## src/rtl/datamem_ctrl_if.sv

```systemverilog
// Cache-side request/response bus and SRAM-side word bus of the data-memory controller.
// The controller uses the slave modport; the cache/SRAM side uses the master modport.
interface datamem_ctrl_if #(
  parameter int ADDR_W = 32,
  parameter int WORD_W = 36
);
  logic                  CacheReq;
  logic                  CacheRW;
  logic [ADDR_W-1:0]     CacheAddr;
  logic [2*WORD_W-1:0]   CacheWrData;
  logic                  MemReady;
  logic                  MemAck;
  logic [2*WORD_W:0]     MemRdData;
  logic [ADDR_W-1:0]     SramAddr;
  logic                  SramCe;
  logic                  SramWe;
  logic [WORD_W-1:0]     SramWrData;
  logic [WORD_W-1:0]     SramRdData;

  modport slave (
    input  CacheReq, CacheRW, CacheAddr, CacheWrData, SramRdData,
    output MemReady, MemAck, MemRdData, SramAddr, SramCe, SramWe, SramWrData
  );

  modport master (
    output CacheReq, CacheRW, CacheAddr, CacheWrData, SramRdData,
    input  MemReady, MemAck, MemRdData, SramAddr, SramCe, SramWe, SramWrData
  );
endinterface

```

## src/rtl/datamem_ctrl.sv

```systemverilog
// Data-memory controller: splits one 72-bit cache line request into two 36-bit
// SRAM beats, each held for WAIT_STATES+1 cycles, then acknowledges the cache.
module datamem_ctrl #(
  parameter int WAIT_STATES = 2,
  parameter int ADDR_W      = 32,
  parameter int WORD_W      = 36
) (
  input  logic            clk,
  input  logic            rst,
  datamem_ctrl_if.slave   bus
);

  localparam int         LINE_W = 2 * WORD_W;
  localparam logic [3:0] WS     = 4'(WAIT_STATES);

  typedef enum logic [1:0] {
    IDLE  = 2'd0,
    BEAT0 = 2'd1,
    BEAT1 = 2'd2,
    DONE  = 2'd3
  } state_t;

  state_t              r_state;
  state_t              w_nextState;
  logic [3:0]          r_cnt;
  logic [3:0]          w_nextCnt;
  logic                w_accept;
  logic                w_beatEnd;
  logic                w_unusedAddrLsb;

  logic                r_rw;
  logic [WORD_W-1:0]   r_wrHi;
  logic [WORD_W-1:0]   r_word0;
  logic [LINE_W-1:0]   r_line;
  logic [ADDR_W-1:0]   r_sramAddr;
  logic [WORD_W-1:0]   r_sramWrData;

  // The line address is word-pair aligned, so the low bit never reaches the SRAM.
  assign w_unusedAddrLsb = bus.CacheAddr[0];

  assign w_accept  = (r_state == IDLE) && bus.CacheReq;
  assign w_beatEnd = (r_cnt == 4'd0);

  always_ff @(posedge clk) begin
    if (rst) begin
      r_state <= IDLE;
      r_cnt   <= 4'd0;
    end else begin
      r_state <= w_nextState;
      r_cnt   <= w_nextCnt;
    end
  end

  always_comb begin
    w_nextState = r_state;
    w_nextCnt   = r_cnt;
    case (r_state)
      IDLE: begin
        if (bus.CacheReq) begin
          w_nextState = BEAT0;
          w_nextCnt   = WS;
        end
      end
      BEAT0: begin
        if (!w_beatEnd) begin
          w_nextCnt = r_cnt - 4'd1;
        end else begin
          w_nextState = BEAT1;
          w_nextCnt   = WS;
        end
      end
      BEAT1: begin
        if (!w_beatEnd) begin
          w_nextCnt = r_cnt - 4'd1;
        end else begin
          w_nextState = DONE;
        end
      end
      DONE: begin
        w_nextState = IDLE;
      end
      default: begin
        w_nextState = IDLE;
        w_nextCnt   = 4'd0;
      end
    endcase
  end

  // Word 0 is parked in r_word0 so the visible read line only changes as a whole.
  always_ff @(posedge clk) begin
    if (rst) begin
      r_rw         <= 1'b0;
      r_wrHi       <= '0;
      r_word0      <= '0;
      r_line       <= '0;
      r_sramAddr   <= '0;
      r_sramWrData <= '0;
    end else begin
      if (w_accept) begin
        r_rw         <= bus.CacheRW;
        r_wrHi       <= bus.CacheWrData[LINE_W-1:WORD_W];
        r_sramAddr   <= {bus.CacheAddr[ADDR_W-1:1], 1'b0};
        r_sramWrData <= bus.CacheWrData[WORD_W-1:0];
      end
      if ((r_state == BEAT0) && w_beatEnd) begin
        if (r_rw) begin
          r_word0 <= bus.SramRdData;
        end
        r_sramAddr[0] <= 1'b1;
        r_sramWrData  <= r_wrHi;
      end
      if ((r_state == BEAT1) && w_beatEnd && r_rw) begin
        r_line <= {bus.SramRdData, r_word0};
      end
    end
  end

  assign bus.MemReady   = (r_state == IDLE);
  assign bus.MemAck     = (r_state == DONE);
  assign bus.MemRdData  = {(r_state == DONE) && r_rw, r_line};
  assign bus.SramCe     = (r_state == BEAT0) || (r_state == BEAT1);
  assign bus.SramWe     = ((r_state == BEAT0) || (r_state == BEAT1)) && !r_rw;
  assign bus.SramAddr   = r_sramAddr;
  assign bus.SramWrData = r_sramWrData;

  readyAckExclusive : assert property (@(posedge clk) disable iff (rst)
    !(bus.MemReady && bus.MemAck));

endmodule
```

## src/flat_wrapper.sv

```systemverilog
// flat-port wrapper written by rule: the top's interface ports become plain ports
module datamem_ctrl_flat 
#(
  parameter int WAIT_STATES = 2,
  parameter int ADDR_W      = 32,
  parameter int WORD_W      = 36
)
  (clk, rst, bus_CacheReq, bus_CacheRW, bus_CacheAddr, bus_CacheWrData, bus_SramRdData, bus_MemReady, bus_MemAck, bus_MemRdData, bus_SramAddr, bus_SramCe, bus_SramWe, bus_SramWrData);
  datamem_ctrl_if #(.ADDR_W(ADDR_W), .WORD_W(WORD_W)) bus_i ();
  input  logic clk;
  input  logic rst;
  input wire logic [$bits(bus_i.CacheReq)-1:0] bus_CacheReq;
  input wire logic [$bits(bus_i.CacheRW)-1:0] bus_CacheRW;
  input wire logic [$bits(bus_i.CacheAddr)-1:0] bus_CacheAddr;
  input wire logic [$bits(bus_i.CacheWrData)-1:0] bus_CacheWrData;
  input wire logic [$bits(bus_i.SramRdData)-1:0] bus_SramRdData;
  output wire logic [$bits(bus_i.MemReady)-1:0] bus_MemReady;
  output wire logic [$bits(bus_i.MemAck)-1:0] bus_MemAck;
  output wire logic [$bits(bus_i.MemRdData)-1:0] bus_MemRdData;
  output wire logic [$bits(bus_i.SramAddr)-1:0] bus_SramAddr;
  output wire logic [$bits(bus_i.SramCe)-1:0] bus_SramCe;
  output wire logic [$bits(bus_i.SramWe)-1:0] bus_SramWe;
  output wire logic [$bits(bus_i.SramWrData)-1:0] bus_SramWrData;
  assign bus_i.CacheReq = bus_CacheReq;
  assign bus_i.CacheRW = bus_CacheRW;
  assign bus_i.CacheAddr = bus_CacheAddr;
  assign bus_i.CacheWrData = bus_CacheWrData;
  assign bus_i.SramRdData = bus_SramRdData;
  assign bus_MemReady = bus_i.MemReady;
  assign bus_MemAck = bus_i.MemAck;
  assign bus_MemRdData = bus_i.MemRdData;
  assign bus_SramAddr = bus_i.SramAddr;
  assign bus_SramCe = bus_i.SramCe;
  assign bus_SramWe = bus_i.SramWe;
  assign bus_SramWrData = bus_i.SramWrData;
  datamem_ctrl #(.WAIT_STATES(WAIT_STATES), .ADDR_W(ADDR_W), .WORD_W(WORD_W)) u_core (.clk(clk), .rst(rst), .bus(bus_i));
endmodule
```

## config.mk

```make
export PLATFORM = sky130hd
export DESIGN_NAME = datamem_ctrl_flat
export DESIGN_NICKNAME = d
export VERILOG_FILES = /design/src/rtl/datamem_ctrl_if.sv /design/src/rtl/datamem_ctrl.sv /design/src/flat_wrapper.sv
export SDC_FILE = /design/constraint.sdc
export NUM_CORES = 1
export LEC_CHECK = 0
export BUFFER_PORTS_ARGS = -buffer_cell sky130_fd_sc_hd__clkbuf_2
export CORE_MARGIN = 4
export CORE_UTILIZATION = 40
export DETAILED_ROUTE_END_ITERATION = 10
export PLACE_DENSITY = 0.76
export SKIP_LAST_GASP = 1
export SLEW_MARGIN = 0
export SYNTH_ARGS = -nofsm -noshare
export SYNTH_HDL_FRONTEND = slang
export SYNTH_SLANG_ARGS = --single-unit
export TNS_END_PERCENT = 100
```

## constraint.sdc

```tcl
create_clock -name clk -period 4 [get_ports clk]
set_input_delay 0.4 -clock clk [delete_from_list [all_inputs] [get_ports clk]]
set_output_delay 0.4 -clock clk [all_outputs]
set_load 0.1 [all_outputs]
```

### After elaboration in Yosys (flattened, before gate mapping)

Index checks and enable logic that the tools add are counted.

| operators by class | value |
|---|---|
| $add $sub $neg | 1 |
| equality and inequality tests | 7 |
| multiplexer cells | 12 |
| reductions and logical operators | 15 |

Operators with widths:

| cell | count |
|---|---|
| 36-bit two-way mux | 2 |
| 4-bit two-way mux | 3 |
| 4-bit one-hot mux with 3 select lines | 1 |
| 2-bit one-hot mux with 4 select lines | 1 |
| 1-bit logical AND | 6 |
| 2-bit two-way mux | 3 |
| 3-bit AND reduction | 2 |
| 2-bit == test, second input constant | 2 |
| 4-bit logical NOT | 1 |
| 2-bit by 1-bit != test with 1-bit output, second input constant | 2 |
| 2-bit != test, second input constant | 2 |
| 4-bit by 1-bit subtractor with 4-bit output, second input constant | 1 |
| 3-bit nonzero test | 1 |
| 2-bit by 1-bit == test with 1-bit output, second input constant | 1 |
| 2-bit logical NOT | 1 |
| 1-bit two-way mux | 2 |
| 2-bit AND reduction | 1 |
| 2-bit nonzero test | 1 |
| 1-bit logical NOT | 1 |
| 1-bit logical OR | 1 |

| word-level totals | value |
|---|---|
| register bits after elaboration | 219 |
| output and inout port bits | 145 |
| logic and storage cells | 44 |

### Depth between registers and ports, before layout

Gate-level depths: netlist (run 1).

| logic depth | value |
|---|---|
| depth after elaboration | 4 |
| depth in mapped cells | 8 |

### Least setup slack after synthesis (run 1)

OpenSTA, ideal clock, no wires.

| path | value |
|---|---|
| path kind | flip-flop to output port |
| from | reg u_core.r_state[1] |
| to | out bus_SramWe |
| arrival time | 2.753 ns |
| data required time | 3.600 ns |
| path slack | 0.847 ns |
| stages on the path, launching flop included | 4 |
| cells stage by stage | dfxtp_1 > inv_1 > ha_1 > nor2b_1 |

| between the ends | value |
|---|---|
| cells in the longest elaborated chain, start to end | 3 |
| elaborated cells between the ends (all ways) | 4 |
| classes of those cells | eq/ne (2); reduce/logical (2) |

RTL lines:

| element | line | text |
|---|---|---|
| start: declaration | datamem_ctrl.sv:23 | `state_t r_state;` |
| start signal: assignment | datamem_ctrl.sv:49 | `r_state <= w_nextState;` |
| 2-bit by 1-bit == test with 1-bit output / 2-bit == test (equally long branches) | - |  |
| 1-bit logical OR * | - |  |
| net bus_SramCe | flat_wrapper.sv:21 | `output wire logic [$bits(bus_i.SramCe)-1:0] bus_SramCe;` |
| 1-bit logical AND * | datamem_ctrl.sv:122 | `assign bus.SramWe = ((r_state == BEAT0) \|\| (r_state == BEAT1)) && !r_rw;` |
| end: declaration | flat_wrapper.sv:22 | `output wire logic [$bits(bus_i.SramWe)-1:0] bus_SramWe;` |

The timed path passes the listed nets; every way through them passes the cells marked *.

### Final worst setup path (run 1)

| path | value |
|---|---|
| from | reg u_core.r_cnt[0] |
| to | reg u_core.r_word0[8] |

| between the ends | value |
|---|---|
| cells in the longest elaborated chain, start to end | 3 |

RTL lines:

| element | line | text |
|---|---|---|
| start: declaration | datamem_ctrl.sv:25 | `logic [3:0] r_cnt;` |
| start signal: assignment | datamem_ctrl.sv:50 | `r_cnt <= w_nextCnt;` |
| 4-bit logical NOT | datamem_ctrl.sv:42 | `assign w_beatEnd = (r_cnt == 4'd0);` |
| 1-bit logical AND | datamem_ctrl.sv:105 | `if ((r_state == BEAT0) && w_beatEnd) begin` |
| 2-bit AND reduction (no line) | - |  |
| end signal: assignment | datamem_ctrl.sv:107 | `r_word0 <= bus.SramRdData;` |
| end: declaration | datamem_ctrl.sv:33 | `logic [WORD_W-1:0] r_word0;` |

No other way between the ends.
A chain may end at the register's enable or synchronous reset.

==> results of run 1 <==
==> Yosys cell counts (all sizes together) (2+ instances only) <==
master   instances
a211oi           3
a21oi           69
a311oi          37
and2             2
buf             39
clkbuf          33
dfxtp          219
ha               6
inv              5
mux2i          109
nand2          211
nand2b         148
nand3            2
nand4            2
nand4bb          3
nor2            38
nor2b            3
nor3b            2
o21ai            2
or3              2
==> where the power goes <==
part | internal, mW | total, mW | leakage [nW] | switching (mW)
registers | 2.51 | 2.68 | 1.78 | 0.171
clock network | 1.49 | 2.36 | 0.417 | 0.869
logic | 0.612 | 3.34 | 2.67 | 2.73
total | 4.62 | 8.38 | 4.87 | 3.76
==> path summary, 6_finish.rpt <==
path / end / slack (ns) / cells past startpoint
min reg2reg: u_core.bus.SramAddr[31]$_SDFFE_PP0P_ / 0.45 / 2
min: u_core.bus.SramAddr[31]$_SDFFE_PP0P_ / 0.11 / 3
max: u_core.r_word0[8]$_SDFFE_PP0P_ / 1.59 / 6
max reg2reg: u_core.r_word0[8]$_SDFFE_PP0P_ / 1.59 / 6
==> routing by layer <==
metal  vias to the layer above  routed length (µm)  track usage (%)  share of wire (%)
li1                       3624                   -                -                  -
met1                      3328                9200             21.6                 43
met2                       218               10400             28.9                 48
met3                        47                1280             3.44                5.9
met4                         0                 687             5.88                3.2
met5                         -                   0                0                  0
==> tightest hold or removal path, delay by kind of cell <==
kind | cells | cell delay (ns)
and+or+nand+nor | 1 | 0.04
buffers and inverters | 1 | 0.08
AOI/OAI and AO/OA | 1 | 0.05
==> sequential cells by signal, indices dropped and copies added (netlist names) <==
register,count
u_core.bus.SramAddr,32
u_core.r_wrHi,36
u_core.r_rw,1
u_core.r_cnt,4
u_core.r_state,2
u_core.r_word0,36
u_core.bus.SramWrData,36
u_core.r_line,72
==> cells by family (layout without fill, tap and decap cells) <==
family	Yosys count	after routing	share of synthesized area [%]
AND/OR/NAND/NOR	416	416	23.0
flip-flops	219	219	50.3
AO/OA/AOI/OAI	116	116	8.51
multiplexers	109	109	12.5
buffers and inverters	77	341	4.80
adder cells (fa/ha/maj)	6	6	0.861
==> stage by stage <==
step	total power [mW]	hold WS, ns	worst slack [ns]
floorplan	5.54	0.437	0.847
global placement	6.03	0.443	1.62
detailed placement	6.07	0.445	1.57
CTS	8.47	0.0827	1.54
global route	8.78	0.0947	1.38
finish	8.38	0.112	1.59
==> cell type report <==
| class | count | area [µm²] |
|---|---|---|
| tap | 275 | 344 |
| multi-input combinational | 647 | 3950 |
| clock buffer | 37 | 721 |
| timing repair buffer | 292 | 1490 |
| clock inverter | 7 | 138 |
| fill | 1964 | 10200 |
| inverter | 5 | 18.8 |
| sequential | 219 | 4380 |
==> impl_metrics.toml, run 1 <==
[global_route]
track_usage_pct = 17.0
grt_max_degree = 208
grt_pass1_wl_mm = 35.0
grt_pass1_vias = 7010
grt-ovfl-total = 0
antenna_found_initial = 0

[status]
status = "completed"

[placed_design]
numPortBuffers = 287
place.gp.congestion = 0.804
place_area_um2 = 10200
hpwl_mm = 14.5
dp_cells = 1438

[cells_and_area]
final_area_um2 = 11000
final_common_cell = "clkbuf_2"
final_cell_mix = "clkbuf_2 (286), dfxtp_1 (219), nand2_1 (210)"
final_nets = 1339
final_cells = 1482
drive_gt1_share_pct = 27.8
layout-area-overhead-vs-synth_pct = 26.8
utilization_pct = 52.1
num_antenna_cells = 0

[clock_network]
clock-sinks = 219
holdBufCountCts = 0
ctsHtreeMaxLevel = 1
cts_root_buffer = "clkbuf_16"
clk_latency_ns = 0.50
cts.path.max_buffers = 3
cts_setup_buffers = 0
tritoncts = "done"
cts_buffers = 24
cts.clk_slew.worst_paths_ns = 0.06
cts-resized-gates = 0

[timing]
tns_ns = 0
setup_viol = 0
rsz0062_at_grt = "no"
period_minus_slack_ns = 2.41
tightest_slew_ns = 1.15
finalMaxSlewViolations = 0
timing.final.crit_share_pct = 60.2
final_hold_viol_count = 0
finClkSkew_ns = 0.00673
max_slew_margin_pct = 23.3
max_freq_mhz = 415

[drt]
postRouteAntennaNets = 0
drt_first_iter_violations = 502
firstDrtPassIters = 4
drt_drc_violations_left = 0
num_vias = 7217
wl_per_cell_um = 14.6
routed_wl_mm = 21.6
via_per_inst = 4.87

[yosys]
syn_area_um2 = 8710
synth_area_leaders = "dfxtp_1 (50%), mux2i_1 (13%), nand2b_1 (11%), nand2_1 (9.1%), a21oi_1 (4.0%)"
synth-async-reset-ratio_pct = 0
avgSynthCellArea_um2 = 9.24
synth.largest_area_cell = "dfxtp_1"
syn_nets = 1093
ys_warn_count = 0
synth_edf_count = 0
yosys.area.top_type_share_pct = 50.3
yosys_most_used_dff = "dfxtp_1"
synth_cell_types = 32
synth-seq-area-share_pct = 50.3
synthCells = 943
synth-seq-cells = 219

[setup_path]
crit_buf_inv = 2
critPathMaxFanout = 22
critPathTopFamily = "simple AND/OR/NAND/NOR gates"
worstPathRequired_ns = 4.38
crit_slowest_cell = "nand3_2"
critical_path_class = "register to register"
cp-startpoint = "u_core.r_cnt[0]$_SDFFE_PP0P_"
r2r-start = "u_core.r_cnt[0]$_SDFFE_PP0P_"
crit_chain = "inv_1 > ha_1 > nor3b_2 > nand3_2 > buf_4 > mux2i_1"
crit_path_end_kind = "register"
max_stage_delay_ns = 0.66
cp-start-kind = "register"
arrival_ns = 2.79

[power]
power_leakage_nw = 4.87
vdd_drop_max_mv = 0.524
pwr_density_cell_nw_per_um2 = 759

[worst_hold_path]
worstHoldPathType = "input port to register"
hold_path_startpoint = "bus_CacheAddr[31]"

[floorplan]
initial_core_util_pct = 41.1
die_area_um2 = 24200
io_pins = 289
core-area_um2 = 21200
die_height_um = 156
die_w_um = 156
row_count = 53

[run]
maxCapViolations = 0
Note: power is estimated with default switching activity, not from simulation.
==> inputs of run 2 (changes only) <==
--- a/config.mk
+++ b/config.mk
@@ -9,7 +9,7 @@
 export CORE_MARGIN = 4
 export CORE_UTILIZATION = 40
 export DETAILED_ROUTE_END_ITERATION = 10
-export PLACE_DENSITY = 0.76
+export PLACE_DENSITY = 0.78
 export SKIP_LAST_GASP = 1
 export SLEW_MARGIN = 0
 export SYNTH_ARGS = -nofsm -noshare
==> constraint.sdc (replaced) <==
create_clock -name clk -period 1.9 [get_ports clk]
set_input_delay 0.19 -clock clk [delete_from_list [all_inputs] [get_ports clk]]
set_output_delay 0.19 -clock clk [all_outputs]
set_load 0.1 [all_outputs]
==> impl_metrics.toml, run 2 (same netlist as run 1, synthesis figures left out) <==
[cells_and_area]
final_cell_mix = "clkbuf_2 (282), dfxtp_1 (218), nand2_1 (210)"
drive_gt1_share_pct = 26.4
final_cells = 1637
largest_reg_flops = 72
utilization_pct = 59.8
final_common_cell = "clkbuf_2"
n_fill_cell = 1695
layout-area-overhead-vs-synth_pct = 45.7
final_nets = 1495
top_register = "u_core.r_line"

[global_route]
grt_max_degree = 84
track_usage_pct = 20.9
grt-ovfl-total = 0
grt_pass1_wl_mm = 42.0
antenna_found_initial = 2
grt_pass1_vias = 8367

[drt]
drt_drc_violations_left = 0
routed_wl_mm = 26.9
num_vias = 8217
drt_first_iter_violations = 560
postRouteAntennaNets = 0
wl_per_cell_um = 16.4
via_per_inst = 5.02
firstDrtPassIters = 6

[worst_hold_path]
hold_end = "u_core.r_word0[26]$_SDFFE_PP0P_"
hold_path_startpoint = "bus_SramRdData[26]"
worstHoldPathType = "input port to register"
worst_hold_path.num_cells = 3

[placed_design]
hpwl_mm = 15.6
numPortBuffers = 287
dp_cells = 1451
place.gp.congestion = 0.871

[timing]
max_freq_mhz = 551
tightest_slew_ns = 0.608
max_slew_margin_pct = 59.7
timing.final.crit_share_pct = 95.6
finalMaxSlewViolations = 0
tns_ns = 0
period_minus_slack_ns = 1.82
setup_viol = 0
final_hold_viol_count = 0
rsz0062_at_grt = "no"
finClkSkew_ns = 0.0102

[setup_path]
rr_endpoint = "u_core.r_line[56]$_SDFFE_PP0P_"
crit_slowest_cell = "clkbuf_2"
crit_buf_inv = 1
critPathMaxFanout = 5
max_stage_delay_ns = 0.51
crit_path_end_kind = "output port"
cp-start-kind = "register"
r2r-start = "u_core.r_cnt[0]$_SDFFE_PP0P_"
worstPathRequired_ns = 1.71
worst-r2r-cell-count = 6
crit_chain = "ha_2 > clkbuf_2"
critPathTopFamily = "buffers and inverters"
critical_path_class = "register to output port"
reg2reg_slack_ns = 0.12
arrival_ns = 1.63

[clock_network]
cts.clk_slew.worst_paths_ns = 0.06
tritoncts = "done"
clock-sinks = 219
cts_buffers = 25
cts.path.max_buffers = 3
cts_root_buffer = "clkbuf_16"
ctsHtreeMaxLevel = 1
clk_latency_ns = 0.50

[floorplan]
die_area_um2 = 24200
die_w_um = 156
initial_core_util_pct = 41.1
core-area_um2 = 21200
die_height_um = 156
row_count = 53
io_pins = 289

[power]
vdd_drop_max_mv = 0.937
pwr_density_cell_nw_per_um2 = 1440
power_leakage_nw = 5.57

[status]
status = "completed"

[run]
maxCapViolations = 0
-- run 2: cell type report --
| type | count | area [µm²] | share of cell area, % |
|---|---|---|---|
| Antenna cell | 3 | 7.51 | 0.0591 |
| Inverter | 5 | 18.8 | 0.148 |
| Tap cell | 275 | 344 | 2.71 |
| Multi-Input combinational cell | 647 | 3970 | 31.3 |
| Clock buffer | 34 | 719 | 5.67 |
| Timing Repair Buffer | 447 | 3180 | 25.0 |
| Sequential cell | 219 | 4390 | 34.5 |
| Clock inverter | 7 | 68.8 | 0.542 |
-- run 2: worst max path at each step --
stage / startpoint / endpoint / slack, ns / depth (start not counted)
after floorplan: u_core.r_state[1]$_SDFFE_PP0P_ / bus_SramWe / -0.02 / 3
after global placement: u_core.r_cnt[0]$_SDFFE_PP0P_ / u_core.r_line[11]$_SDFFE_PP0P_ / 0.21 / 6
after detailed placement: u_core.r_cnt[0]$_SDFFE_PP0P_ / u_core.r_line[59]$_SDFFE_PP0P_ / 0.16 / 6
after CTS: u_core.r_state[0]$_SDFFE_PP0P_ / bus_SramWe / 0.04 / 4
after global routing: u_core.r_state[0]$_SDFFE_PP0P_ / bus_MemAck / 0.01 / 2
final: u_core.r_state[0]$_SDFFE_PP0P_ / bus_MemAck / 0.08 / 2
-- run 2: timing repair --
item	4_1_cts	5_1_grt
gates resized for setup	3	2
pin swaps	0	1
hold endpoints to repair	172	0
buffers inserted	0	2
gates cloned	0	2
hold buffers	138	0
setup endpoints to repair	2	4
-- run 2: power breakdown --
part	switching, mW	leakage, nW	internal, mW
sequential	0.400	1.78	5.29
clock	1.86	0.391	2.77
combinational	6.06	3.40	1.87
-- run 2: through the flow --
stage          setup WS (ns)  instance area, µm²  total power [mW]  hold WS [ns]
4_1_cts               0.0442               12600              18.1       0.00431
3_3_place_gp           0.206               10400              13.1         0.414
2_1_floorplan        -0.0170                8730              11.7         0.326
6_report              0.0837               12700              18.2        0.0147
5_1_grt              0.00953               12700              19.0        0.0142
3_5_place_dp           0.159               10400              13.2         0.417
-- run 2: metal layers --
| metal | routed length, µm | global-route usage, % | vias to the layer above |
|---|---|---|---|
| li1 | - | - | 3944 |
| met1 | 10400 | 23.9 | 3800 |
| met4 | 1540 | 12.0 | 0 |
| met5 | 0 | 0 | - |
| met3 | 1550 | 3.86 | 127 |
| met2 | 13400 | 36.4 | 346 |
-- run 2: worst register-to-register path: stages, from the launching register on --
cell,delay [ns]
dfxtp_1,0.32
inv_1,0.10
ha_1,0.25
nor3b_2,0.23
and3_4,0.30
buf_16,0.21
mux2i_1,0.29
==> inputs of run 3 (changes only) <==
==> constraint.sdc (replaced) <==
create_clock -name clk -period 1.9 [get_ports clk]
set_input_delay 0.19 -clock clk [delete_from_list [all_inputs] [get_ports clk]]
set_output_delay 0.19 -clock clk [all_outputs]
set_load 0.005 [all_outputs]
==> impl_metrics.toml, run 3 (same netlist as run 1, synthesis figures left out) <==
[cells_and_area]
n_fill_cell = 1675
final_common_cell = "clkbuf_2"
final_cell_mix = "clkbuf_2 (286), dfxtp_1 (219), nand2_1 (210)"
top_register = "u_core.r_line"
final_cells = 1636
layout-area-overhead-vs-synth_pct = 45.2
largest_reg_flops = 72
final_area_um2 = 12700
final_nets = 1495
drive_gt1_share_pct = 26.0

[drt]
postRouteAntennaNets = 0
wl_per_cell_um = 15.8
via_per_inst = 5.05
num_vias = 8267
firstDrtPassIters = 7
drt_first_iter_violations = 532
routed_wl_mm = 25.9
drt_drc_violations_left = 0

[power]
pwr_density_cell_nw_per_um2 = 1120
total_power_mw = 14.2
power_leakage_nw = 5.56
vdd_drop_max_mv = 0.857

[setup_path]
crit_path_end_kind = "output port"
critPathMaxFanout = 5
reg2reg_slack_ns = 0.14
critical_path_class = "register to output port"
worstPathRequired_ns = 1.71
cp-start-kind = "register"
arrival_ns = 1.63

[global_route]
track_usage_pct = 20.4
grt_max_degree = 96
antenna_found_initial = 1
grt-ovfl-total = 0
grt_pass1_wl_mm = 41.4
grt_pass1_vias = 8509

[clock_network]
clk_latency_ns = 0.49
tritoncts = "done"
cts.clk_slew.worst_paths_ns = 0.06
cts_root_buffer = "clkbuf_16"
clock-sinks = 219
ctsHtreeMaxLevel = 1
cts_buffers = 23
cts.path.max_buffers = 3

[placed_design]
numPortBuffers = 287
place_area_um2 = 10500
hpwl_mm = 15.5
place.gp.congestion = 0.842
dp_cells = 1456

[timing]
final_hold_viol_count = 0
max_slew_margin_pct = 62.5
setup_viol = 0
timing.final.crit_share_pct = 95.6
period_minus_slack_ns = 1.82
tightest_slew_ns = 0.563
finalMaxSlewViolations = 0
max_freq_mhz = 551
finClkSkew_ns = 0.00564

[floorplan]
die_w_um = 156
core-area_um2 = 21200
die_area_um2 = 24200
io_pins = 289
die_height_um = 156
row_count = 53
initial_core_util_pct = 41.1

[status]
status = "completed"

[run]
maxCapViolations = 0

[worst_hold_path]
worstHoldPathType = "input port to register"
## run 3: cell types whose count changed in the layout (fill, tap and decap cells not counted), sizes merged
| cell | change |
|---|---|
| bufinv | +2 |
| clkinv | -1 |
| diode | -2 |
| dlygate4sd3 | +1 |
| inv | -1 |
## run 3: timing repair
action                                 CTS  global route
hold buffers                           139             0
setup endpoints to repair                0             9
gates resized for setup                  0             4
buffers inserted                         0             0
endpoints found under the hold margin  173             0
## run 3: path summary, 6_finish.rpt
path / start / endpoint / cells past startpoint
max: u_core.r_state[1]$_SDFFE_PP0P_ / bus_SramWe / 4
min reg2reg: u_core.r_wrHi[1]$_SDFFE_PP0P_ / u_core.r_wrHi[1]$_SDFFE_PP0P_ / 2
max reg2reg: u_core.r_state[0]$_SDFFE_PP0P_ / u_core.bus.SramWrData[24]$_SDFFE_PP0P_ / 6
min: bus_SramRdData[17] / u_core.r_word0[17]$_SDFFE_PP0P_ / 3
## run 3: per-stage QoR
step                worst slack (ns)  utilization, %  hold WS [ns]  TNS (ns)
floorplan                      0.376               -         0.326         0
global placement               0.197            49.4         0.413         0
detailed placement             0.127            49.4         0.418         0
CTS                           0.0741            59.6       0.00132         0
global route                -0.00506            59.6        0.0309  -0.00506
finish                        0.0843            59.6        0.0427         0
## run 3: area by class of cell
cell class / count / area [µm²] / area share (%)
flip-flops and latches: 219 / 4380 / 34.6
diodes: 1 / 2.50 / 0.0198
clock buffers: 33 / 663 / 5.24
inverters: 5 / 18.8 / 0.148
well taps: 275 / 344 / 2.72
clock inverters: 7 / 113 / 0.890
multi-input cells: 647 / 3960 / 31.3
repair buffers: 449 / 3170 / 25.0
## run 3: where the power goes
part           switching, mW  internal [mW]  leakage (nW)
Sequential             0.393           5.29          1.78
Clock                   1.76           2.82         0.380
Combinational           2.19           1.75          3.39
Total                   4.35           9.86          5.56
## run 3: critical path, cell delays in order, from the launching register on
cell and delay [ns]:
dfxtp_1 0.37, inv_1 0.08, ha_2 0.39, nor2b_2 0.18
clkbuf_2 0.12
## run 3: routing by layer
metal  track usage, %  share of wire [%]  up-vias
li1                 -                  -     3943
met1             22.6                 37     3837
met2             35.7                 50      364
met3             4.47                6.5      123
met4             12.3                6.6        0
met5                0                  0        -
